File: src/rtl/id_ex_alu_issue.sv
// id_ex_alu_issue: ID/EX stage for the 32-bit ALU.
// Decodes RV32I, builds the immediates and picks the ALU operands. The result
// sits in a one-entry output buffer with valid/ready handshakes on both sides.
// Optional macro ILLEGAL_INSTR_TRAP_EN: illegal instructions are loaded and
// flagged on illegal_o instead of being dropped.
module id_ex_alu_issue #(
  parameter int D_WIDTH = 32
) (
  input  logic               clk_i,
  input  logic               rst_i,
  input  logic               in_valid_i,
  output logic               in_ready_o,
  input  logic [31:0]        instr_i,
  input  logic [D_WIDTH-1:0] pc_i,
  input  logic [D_WIDTH-1:0] rs1_data_i,
  input  logic [D_WIDTH-1:0] rs2_data_i,
  input  logic               flush_i,
  output logic               out_valid_o,
  input  logic               out_ready_i,
  output logic [D_WIDTH-1:0] oprnd1_o,
  output logic [D_WIDTH-1:0] oprnd2_o,
  output logic [3:0]         alu_ctrl_o,
  output logic [4:0]         rd_addr_o,
  output logic               rd_wen_o,
  output logic               mem_rd_o,
  output logic               mem_wr_o,
  output logic               branch_o,
  output logic               jump_o,
  output logic [2:0]         funct3_o,
`ifdef ILLEGAL_INSTR_TRAP_EN
  output logic               illegal_o,
`endif
  output logic [D_WIDTH-1:0] store_data_o
);

  localparam logic [3:0] ALU_ADD  = 4'b0000;
  localparam logic [3:0] ALU_SUB  = 4'b0001;
  localparam logic [3:0] ALU_SLL  = 4'b0010;
  localparam logic [3:0] ALU_SLT  = 4'b0100;
  localparam logic [3:0] ALU_SLTU = 4'b0110;
  localparam logic [3:0] ALU_XOR  = 4'b1000;
  localparam logic [3:0] ALU_SRL  = 4'b1010;
  localparam logic [3:0] ALU_SRA  = 4'b1011;
  localparam logic [3:0] ALU_OR   = 4'b1100;
  localparam logic [3:0] ALU_AND  = 4'b1110;

  localparam logic [6:0] OPC_OP     = 7'b0110011;
  localparam logic [6:0] OPC_OP_IMM = 7'b0010011;
  localparam logic [6:0] OPC_LOAD   = 7'b0000011;
  localparam logic [6:0] OPC_STORE  = 7'b0100011;
  localparam logic [6:0] OPC_BRANCH = 7'b1100011;
  localparam logic [6:0] OPC_LUI    = 7'b0110111;
  localparam logic [6:0] OPC_AUIPC  = 7'b0010111;
  localparam logic [6:0] OPC_JAL    = 7'b1101111;
  localparam logic [6:0] OPC_JALR   = 7'b1100111;

  // Shared funct3 table for OP / OP-IMM; instr[30] only selects SUB for OP.
  function automatic logic [3:0] arith_alu(input logic [2:0] f3, input logic alt,
                                           input logic is_reg);
    logic [3:0] code;
    case (f3)
      3'b000:  code = (alt && is_reg) ? ALU_SUB : ALU_ADD;
      3'b001:  code = ALU_SLL;
      3'b010:  code = ALU_SLT;
      3'b011:  code = ALU_SLTU;
      3'b100:  code = ALU_XOR;
      3'b101:  code = alt ? ALU_SRA : ALU_SRL;
      3'b110:  code = ALU_OR;
      default: code = ALU_AND;
    endcase
    return code;
  endfunction

  logic [6:0] opcode;
  logic [2:0] funct3;
  logic [4:0] rd;
  logic [D_WIDTH-1:0] imm_i, imm_s, imm_u, shamt_ext;
  logic unused_rs1_field;

  assign opcode    = instr_i[6:0];
  assign funct3    = instr_i[14:12];
  assign rd        = instr_i[11:7];
  assign imm_i     = {{(D_WIDTH-12){instr_i[31]}}, instr_i[31:20]};
  assign imm_s     = {{(D_WIDTH-12){instr_i[31]}}, instr_i[31:25], instr_i[11:7]};
  assign imm_u     = {instr_i[31:12], 12'b0};
  assign shamt_ext = {{(D_WIDTH-5){1'b0}}, instr_i[24:20]};
  // rs1 index is resolved upstream by the register file read.
  assign unused_rs1_field = ^instr_i[19:15];

  logic [D_WIDTH-1:0] dec_oprnd1, dec_oprnd2;
  logic [3:0] dec_alu;
  logic dec_wen, dec_mem_rd, dec_mem_wr, dec_branch, dec_jump, dec_illegal;

  // Decode the incoming instruction into operands and control.
  always_comb begin
    dec_oprnd1  = '0;
    dec_oprnd2  = '0;
    dec_alu     = ALU_ADD;
    dec_wen     = 1'b0;
    dec_mem_rd  = 1'b0;
    dec_mem_wr  = 1'b0;
    dec_branch  = 1'b0;
    dec_jump    = 1'b0;
    dec_illegal = 1'b0;
    case (opcode)
      OPC_OP: begin
        dec_oprnd1 = rs1_data_i;
        dec_oprnd2 = rs2_data_i;
        dec_alu    = arith_alu(funct3, instr_i[30], 1'b1);
        dec_wen    = 1'b1;
      end
      OPC_OP_IMM: begin
        dec_oprnd1 = rs1_data_i;
        dec_oprnd2 = (funct3[1:0] == 2'b01) ? shamt_ext : imm_i;
        dec_alu    = arith_alu(funct3, instr_i[30], 1'b0);
        dec_wen    = 1'b1;
      end
      OPC_LOAD: begin
        dec_oprnd1 = rs1_data_i;
        dec_oprnd2 = imm_i;
        dec_mem_rd = 1'b1;
        dec_wen    = 1'b1;
      end
      OPC_STORE: begin
        dec_oprnd1 = rs1_data_i;
        dec_oprnd2 = imm_s;
        dec_mem_wr = 1'b1;
      end
      OPC_BRANCH: begin
        dec_oprnd1 = rs1_data_i;
        dec_oprnd2 = rs2_data_i;
        dec_branch = 1'b1;
        case (funct3[2:1])
          2'b00:   dec_alu = ALU_SUB;
          2'b10:   dec_alu = ALU_SLT;
          2'b11:   dec_alu = ALU_SLTU;
          default: dec_illegal = 1'b1;
        endcase
      end
      OPC_LUI: begin
        dec_oprnd2 = imm_u;
        dec_wen    = 1'b1;
      end
      OPC_AUIPC: begin
        dec_oprnd1 = pc_i;
        dec_oprnd2 = imm_u;
        dec_wen    = 1'b1;
      end
      OPC_JAL, OPC_JALR: begin
        dec_oprnd1 = pc_i;
        dec_oprnd2 = D_WIDTH'(4);
        dec_jump   = 1'b1;
        dec_wen    = 1'b1;
      end
      default: dec_illegal = 1'b1;
    endcase
    // An illegal entry carries no side effects whatsoever.
    if (dec_illegal) begin
      dec_oprnd1 = '0;
      dec_oprnd2 = '0;
      dec_alu    = ALU_ADD;
      dec_wen    = 1'b0;
      dec_mem_rd = 1'b0;
      dec_mem_wr = 1'b0;
      dec_branch = 1'b0;
      dec_jump   = 1'b0;
    end
    if (rd == 5'd0) dec_wen = 1'b0;
  end

  logic out_valid_q, out_valid_d;
  logic [D_WIDTH-1:0] oprnd1_q, oprnd1_d, oprnd2_q, oprnd2_d, store_data_q, store_data_d;
  logic [3:0] alu_ctrl_q, alu_ctrl_d;
  logic [4:0] rd_addr_q, rd_addr_d;
  logic [2:0] funct3_q, funct3_d;
  logic rd_wen_q, rd_wen_d, mem_rd_q, mem_rd_d, mem_wr_q, mem_wr_d;
  logic branch_q, branch_d, jump_q, jump_d;
  logic dec_loadable, load;
`ifdef ILLEGAL_INSTR_TRAP_EN
  logic illegal_q, illegal_d;
  assign dec_loadable = 1'b1;
`else
  assign dec_loadable = !dec_illegal;
`endif

  assign in_ready_o = !out_valid_q || out_ready_i;
  assign load       = in_valid_i && in_ready_o && !flush_i && dec_loadable;

  // Next buffer state: flush wins, then load, else drain on transfer.
  always_comb begin
    out_valid_d  = flush_i ? 1'b0 : (load ? 1'b1 : (out_valid_q && !out_ready_i));
    oprnd1_d     = oprnd1_q;
    oprnd2_d     = oprnd2_q;
    alu_ctrl_d   = alu_ctrl_q;
    rd_addr_d    = rd_addr_q;
    rd_wen_d     = rd_wen_q;
    mem_rd_d     = mem_rd_q;
    mem_wr_d     = mem_wr_q;
    branch_d     = branch_q;
    jump_d       = jump_q;
    funct3_d     = funct3_q;
    store_data_d = store_data_q;
`ifdef ILLEGAL_INSTR_TRAP_EN
    illegal_d    = illegal_q;
`endif
    if (load) begin
      oprnd1_d     = dec_oprnd1;
      oprnd2_d     = dec_oprnd2;
      alu_ctrl_d   = dec_alu;
      rd_addr_d    = rd;
      rd_wen_d     = dec_wen;
      mem_rd_d     = dec_mem_rd;
      mem_wr_d     = dec_mem_wr;
      branch_d     = dec_branch;
      jump_d       = dec_jump;
      funct3_d     = funct3;
      store_data_d = rs2_data_i;
`ifdef ILLEGAL_INSTR_TRAP_EN
      illegal_d    = dec_illegal;
`endif
    end
  end

  // Output buffer registers, cleared by the asynchronous reset.
  always_ff @(posedge clk_i or posedge rst_i) begin
    if (rst_i) begin
      out_valid_q  <= 1'b0;
      oprnd1_q     <= '0;
      oprnd2_q     <= '0;
      alu_ctrl_q   <= '0;
      rd_addr_q    <= '0;
      rd_wen_q     <= 1'b0;
      mem_rd_q     <= 1'b0;
      mem_wr_q     <= 1'b0;
      branch_q     <= 1'b0;
      jump_q       <= 1'b0;
      funct3_q     <= '0;
      store_data_q <= '0;
`ifdef ILLEGAL_INSTR_TRAP_EN
      illegal_q    <= 1'b0;
`endif
    end else begin
      out_valid_q  <= out_valid_d;
      oprnd1_q     <= oprnd1_d;
      oprnd2_q     <= oprnd2_d;
      alu_ctrl_q   <= alu_ctrl_d;
      rd_addr_q    <= rd_addr_d;
      rd_wen_q     <= rd_wen_d;
      mem_rd_q     <= mem_rd_d;
      mem_wr_q     <= mem_wr_d;
      branch_q     <= branch_d;
      jump_q       <= jump_d;
      funct3_q     <= funct3_d;
      store_data_q <= store_data_d;
`ifdef ILLEGAL_INSTR_TRAP_EN
      illegal_q    <= illegal_d;
`endif
    end
  end

  assign out_valid_o  = out_valid_q;
  assign oprnd1_o     = oprnd1_q;
  assign oprnd2_o     = oprnd2_q;
  assign alu_ctrl_o   = alu_ctrl_q;
  assign rd_addr_o    = rd_addr_q;
  assign rd_wen_o     = rd_wen_q;
  assign mem_rd_o     = mem_rd_q;
  assign mem_wr_o     = mem_wr_q;
  assign branch_o     = branch_q;
  assign jump_o       = jump_q;
  assign funct3_o     = funct3_q;
  assign store_data_o = store_data_q;
`ifdef ILLEGAL_INSTR_TRAP_EN
  assign illegal_o    = illegal_q;
`endif

endmodule

File: config.mk
export PLATFORM = sky130hd
export DESIGN_NAME = id_ex_alu_issue
export DESIGN_NICKNAME = d
export VERILOG_FILES = /design/src/rtl/id_ex_alu_issue.sv
export SDC_FILE = /design/constraint.sdc
export NUM_CORES = 1
export LEC_CHECK = 0
export ABC_AREA = 0
export BUFFER_PORTS_ARGS = -buffer_cell sky130_fd_sc_hd__buf_2
export CORE_ASPECT_RATIO = 1.4
export CORE_MARGIN = 10
export CORE_UTILIZATION = 43
export DETAILED_ROUTE_END_ITERATION = 10
export HOLD_SLACK_MARGIN = 0.1
export PLACE_DENSITY = 0.77
export SYNTH_ARGS = -nofsm -noshare
export SYNTH_HDL_FRONTEND = slang
export SYNTH_SLANG_ARGS = --single-unit
File: constraint.sdc
create_clock -name clk_i -period 3.04 [get_ports clk_i]
set_clock_uncertainty 0.2 [all_clocks]
set_input_delay 0.152 -clock clk_i [delete_from_list [all_inputs] [get_ports clk_i]]
set_output_delay 0.152 -clock clk_i [all_outputs]
set_load 0.05 [all_outputs]
==> results summary <==
The number of levels in the clock H-tree came out at 4. The clock network is responsible for 36.2% of the overall power. The area of the core region is 12310 um2. The via density per instance is about 5.4. The number of vias in the routed layout is between 4000 and 5000.

The number of antenna violations at the first check in global routing came to 1. The number of top-level pins came out at about 250. The routed wirelength normalized by instance count came out at approximately 21 um. The initial core utilization is between 40% and 50%.

The full die area came out at about 17000 um2. The count of endpoints failing hold in the final timing report came to 0. The number of enable-type register cells in the synthesized netlist came out at 0. The part of the cycle the worst path needs is 88.42%. The first-pass GRT wire length is 30990 um. The synthesized netlist net count came out at 511. Data arrives at the worst endpoint at approximately 2800 ps. The number of synthesis warnings came out at 0. The mean area per synthesized cell is approximately 14 um2. In this run, the number of DRC markers left after iteration 0 of detailed routing was 275. The tree is rooted in a sky130_fd_sc_hd__clkbuf_16. The cell area after technology mapping came out at 5380 um2. The number of storage elements in the synthesis netlist came out at 114. The tightest hold margin is 161.5 ps. The setup fix buffers added after clock tree synthesis is 0. The worst hold path class is in -> reg. The overall routed net length is 19670 um.

The data required time of the critical path came out at 3190 ps. The biggest area contributor in the post-synthesis netlist is sky130_fd_sc_hd__dfrtp_1. Global routing consumed, over all layers together, 22.33% of the routing resources. The final critical path time including I/O delays and setup is 2688 ps. After clock tree synthesis, the clock-pin slew on the worst setup and hold paths is 60 ps. The critical path startpoint category is a primary input. The largest net degree at the start of global routing came out at 80. The internal portion of total power came out at between 3 and 4 mW. The later pin in the worst-skew pair is clocked with a latency of 400 ps. The post-synthesis instance total came out at about 380. After routing, the total negative slack on setup checks comes to 0 ps. The worst voltage drop across the vdd grid is 0.3644 mV. The transition time of the tightest slew-check pin came out at 629.2 ps. The count of antenna-violating nets left after detailed routing is 0. The number of slew-limit violations in the final report is 0. The dominant synthesized flop cell is sky130_fd_sc_hd__dfrtp_1. The static leakage came out at between 4 and 5 nW.

Combinational logic burns 28.5% of the power. Counting the buffers created by CTS gives 17. The part of the Yosys area used for sequential elements came out at between 50% and 60%. The share of async-settable or async-resettable flops after synthesis is 100.0%. The worst hold path stage count is 4. The first detailed-routing pass ran for 5 iterations. The post-layout net count came out at 891. The final weighted congestion of routability-driven global placement is 0.8467. Ranked by instance count, the synthesized netlist is headed by sky130_fd_sc_hd__dfrtp_1 (114), sky130_fd_sc_hd__mux2_1 (61), sky130_fd_sc_hd__mux2_4 (45), sky130_fd_sc_hd__a22o_1 (39), sky130_fd_sc_hd__a221o_1 (19).

Setup repair after global routing left no endpoint under its margin. TritonCTS built the clock tree. Counting distinct cell types in the post-synthesis netlist gives 38.

The highest fanout seen on the critical path is 32. The relative slew slack came out at roughly three fifths. The fraction of power spent switching nets is between 30% and 40%. The worst reg2reg path depth came out at 8. The die boundary width is 114.5 um. The proportion of netlist area held by the largest area contributor came out at 53.02%.

The fraction of layout cells with a size suffix above 1 is 44.75%. Registers are responsible for 35.4% of the overall power. The maximum clock frequency came out at 372.0 MHz. After detailed routing, the number of remaining DRC violations is 0. Setup violations remaining at the end of the flow were counted as 0.

By area the synthesized netlist is led by sky130_fd_sc_hd__dfrtp_1 (53%), sky130_fd_sc_hd__mux2_1 (13%), sky130_fd_sc_hd__mux2_4 (13%). The run finished with clean final reports. The number of global-route vias before repair came out at about 5600. The floorplan step set the die height to 152.4 um. The most common cell in the synthesized netlist is sky130_fd_sc_hd__dfrtp_1. The total half-perimeter wirelength after legalization and detailed placement is 12970 um. Across the run, the number of max-cap violations was 0. The number of rows created at floorplan is 48. The quantity of I/O buffers inserted on ports is 247. The power per standard cell area is 592.3 nW/um2. The remaining global-route overflow is 0.

The number of clock sinks came out at 114. The synthesis-to-layout area growth came out at 60.51%. The worst setup path category is in -> reg. The worst setup path is captured at a register. The power dissipated by switching net loads came out at 1.835 mW. The maximum root-to-sink buffer count came out at 2.
## worst paths after layout
kind                                          start  slack, ps                       end
max                                      instr_i[4]        350  oprnd1_o[20]$_DFFE_PP0P_
min                                      instr_i[6]        160      branch_o$_DFFE_PP0P_
max reg2reg                   out_valid_o$_DFF_PP0_        500     out_valid_o$_DFF_PP0_
min reg2reg                oprnd2_o[16]$_DFFE_PP0P_        280  oprnd2_o[16]$_DFFE_PP0P_
max in group asynchronous                     rst_i       1900  oprnd1_o[11]$_DFFE_PP0P_
min in group asynchronous                     rst_i        190  oprnd2_o[11]$_DFFE_PP0P_
## repair_timing
item / 4_1_cts / 5_1_grt
hold buffers: 128 / 0
gates resized for setup: 0 / 1
endpoints found under the setup margin: 0 / 32
hold endpoints to repair: 225 / 0
## cells by family after synthesis
| kind of cell | synth area share [%] |
|---|---|
| flip-flops | 53.02 |
| multiplexers | 26.44 |
| AO/OA/AOI/OAI | 13.12 |
| buffers and inverters | 3.860 |
| AND/OR/NAND/NOR | 3.558 |
## per-layer routing
layer | global-route usage, % | up-vias | share of wire, %
met5 | 0 | - | 0
met4 | 10.77 | 0 | 3.5
met3 | 7.210 | 48 | 8.7
met2 | 37.28 | 271 | 52
met1 | 24.71 | 2473 | 36
li1 | - | 2206 | -
## sequential cells by signal (all words and copies together) (netlist names)
| register | count |
|---|---|
| out_valid_o | 1 |
| oprnd2_o | 32 |
| rd_wen_o | 1 |
| jump_o | 1 |
| rd_addr_o | 5 |
| branch_o | 1 |
| mem_rd_o | 1 |
| alu_ctrl_o | 4 |
| mem_wr_o | 1 |
| oprnd1_o | 32 |
| store_data_o | 32 |
| funct3_o | 3 |
## critical path: stages
cell and delay [ps]:
sky130_fd_sc_hd__dlygate4sd3_1 540, sky130_fd_sc_hd__buf_2 170, sky130_fd_sc_hd__nand3b_1 220, sky130_fd_sc_hd__nor2_1 260
sky130_fd_sc_hd__a21o_2 550, sky130_fd_sc_hd__a22o_1 240, sky130_fd_sc_hd__dlygate4sd3_1 560, sky130_fd_sc_hd__mux2_1 120
## final cells by class
| class | instances | area, um2 |
|---|---|---|
| Antenna cell | 1 | 2.502 |
| Clock inverter | 13 | 101.3 |
| Tap cell | 150 | 187.7 |
| Sequential cell | 114 | 2853 |
| Clock buffer | 19 | 452.9 |
| Multi-Input combinational cell | 226 | 2354 |
| Fill cell | 791 | 3676 |
| Timing Repair Buffer | 388 | 2640 |
| Inverter | 11 | 45.04 |
## cells in the final DEF (no fill, tap or decap), types with 2 or more instances in the layout
cell type / count
sky130_fd_sc_hd__a2111oi_0: 2
sky130_fd_sc_hd__a21oi_1: 4
sky130_fd_sc_hd__a221o_1: 19
sky130_fd_sc_hd__a222oi_1: 4
sky130_fd_sc_hd__a22o_1: 39
sky130_fd_sc_hd__buf_12: 2
sky130_fd_sc_hd__buf_2: 247
sky130_fd_sc_hd__buf_4: 11
sky130_fd_sc_hd__clkbuf_16: 17
sky130_fd_sc_hd__clkbuf_8: 2
sky130_fd_sc_hd__clkinv_2: 2
sky130_fd_sc_hd__clkinv_4: 3
sky130_fd_sc_hd__clkinvlp_4: 5
sky130_fd_sc_hd__dfrtp_1: 114
sky130_fd_sc_hd__dlygate4sd3_1: 128
sky130_fd_sc_hd__inv_1: 10
sky130_fd_sc_hd__inv_6: 4
sky130_fd_sc_hd__mux2_1: 61
sky130_fd_sc_hd__mux2_4: 45
sky130_fd_sc_hd__mux2i_1: 6
sky130_fd_sc_hd__nand2_1: 4
sky130_fd_sc_hd__nand2b_1: 5
sky130_fd_sc_hd__nand3_1: 2
sky130_fd_sc_hd__nand3b_1: 3
sky130_fd_sc_hd__nor2_1: 6
sky130_fd_sc_hd__nor3_1: 3
sky130_fd_sc_hd__or3_1: 2
sky130_fd_sc_hd__or4_1: 2
## power groups by stage
stage               registers [mW]  clock network [mW]  logic, mW
floorplan                     2.47                   0      0.288
global placement              1.81                   0       1.32
detailed placement            1.83                   0       1.34
CTS                           1.80                1.89       1.45
global route                  1.83                1.95       1.52
finish                        1.81                1.85       1.46
## through the flow
step | util, % | total power, mW | cell area, um2 | worst slack, ps | cells
2_1_floorplan | - | 2.759 | 5384 | 359.5 | 378
3_3_place_gp | 55.20 | 3.136 | 6797 | 738.2 | 761
3_5_place_dp | 55.20 | 3.166 | 6797 | 649.6 | 761
4_1_cts | 70.11 | 5.139 | 8632 | 120.5 | 921
5_1_grt | 70.14 | 5.298 | 8636 | 227.5 | 922
6_report | 70.14 | 5.115 | 8636 | 351.9 | 922
Note: power is estimated with default switching activity, not from simulation.
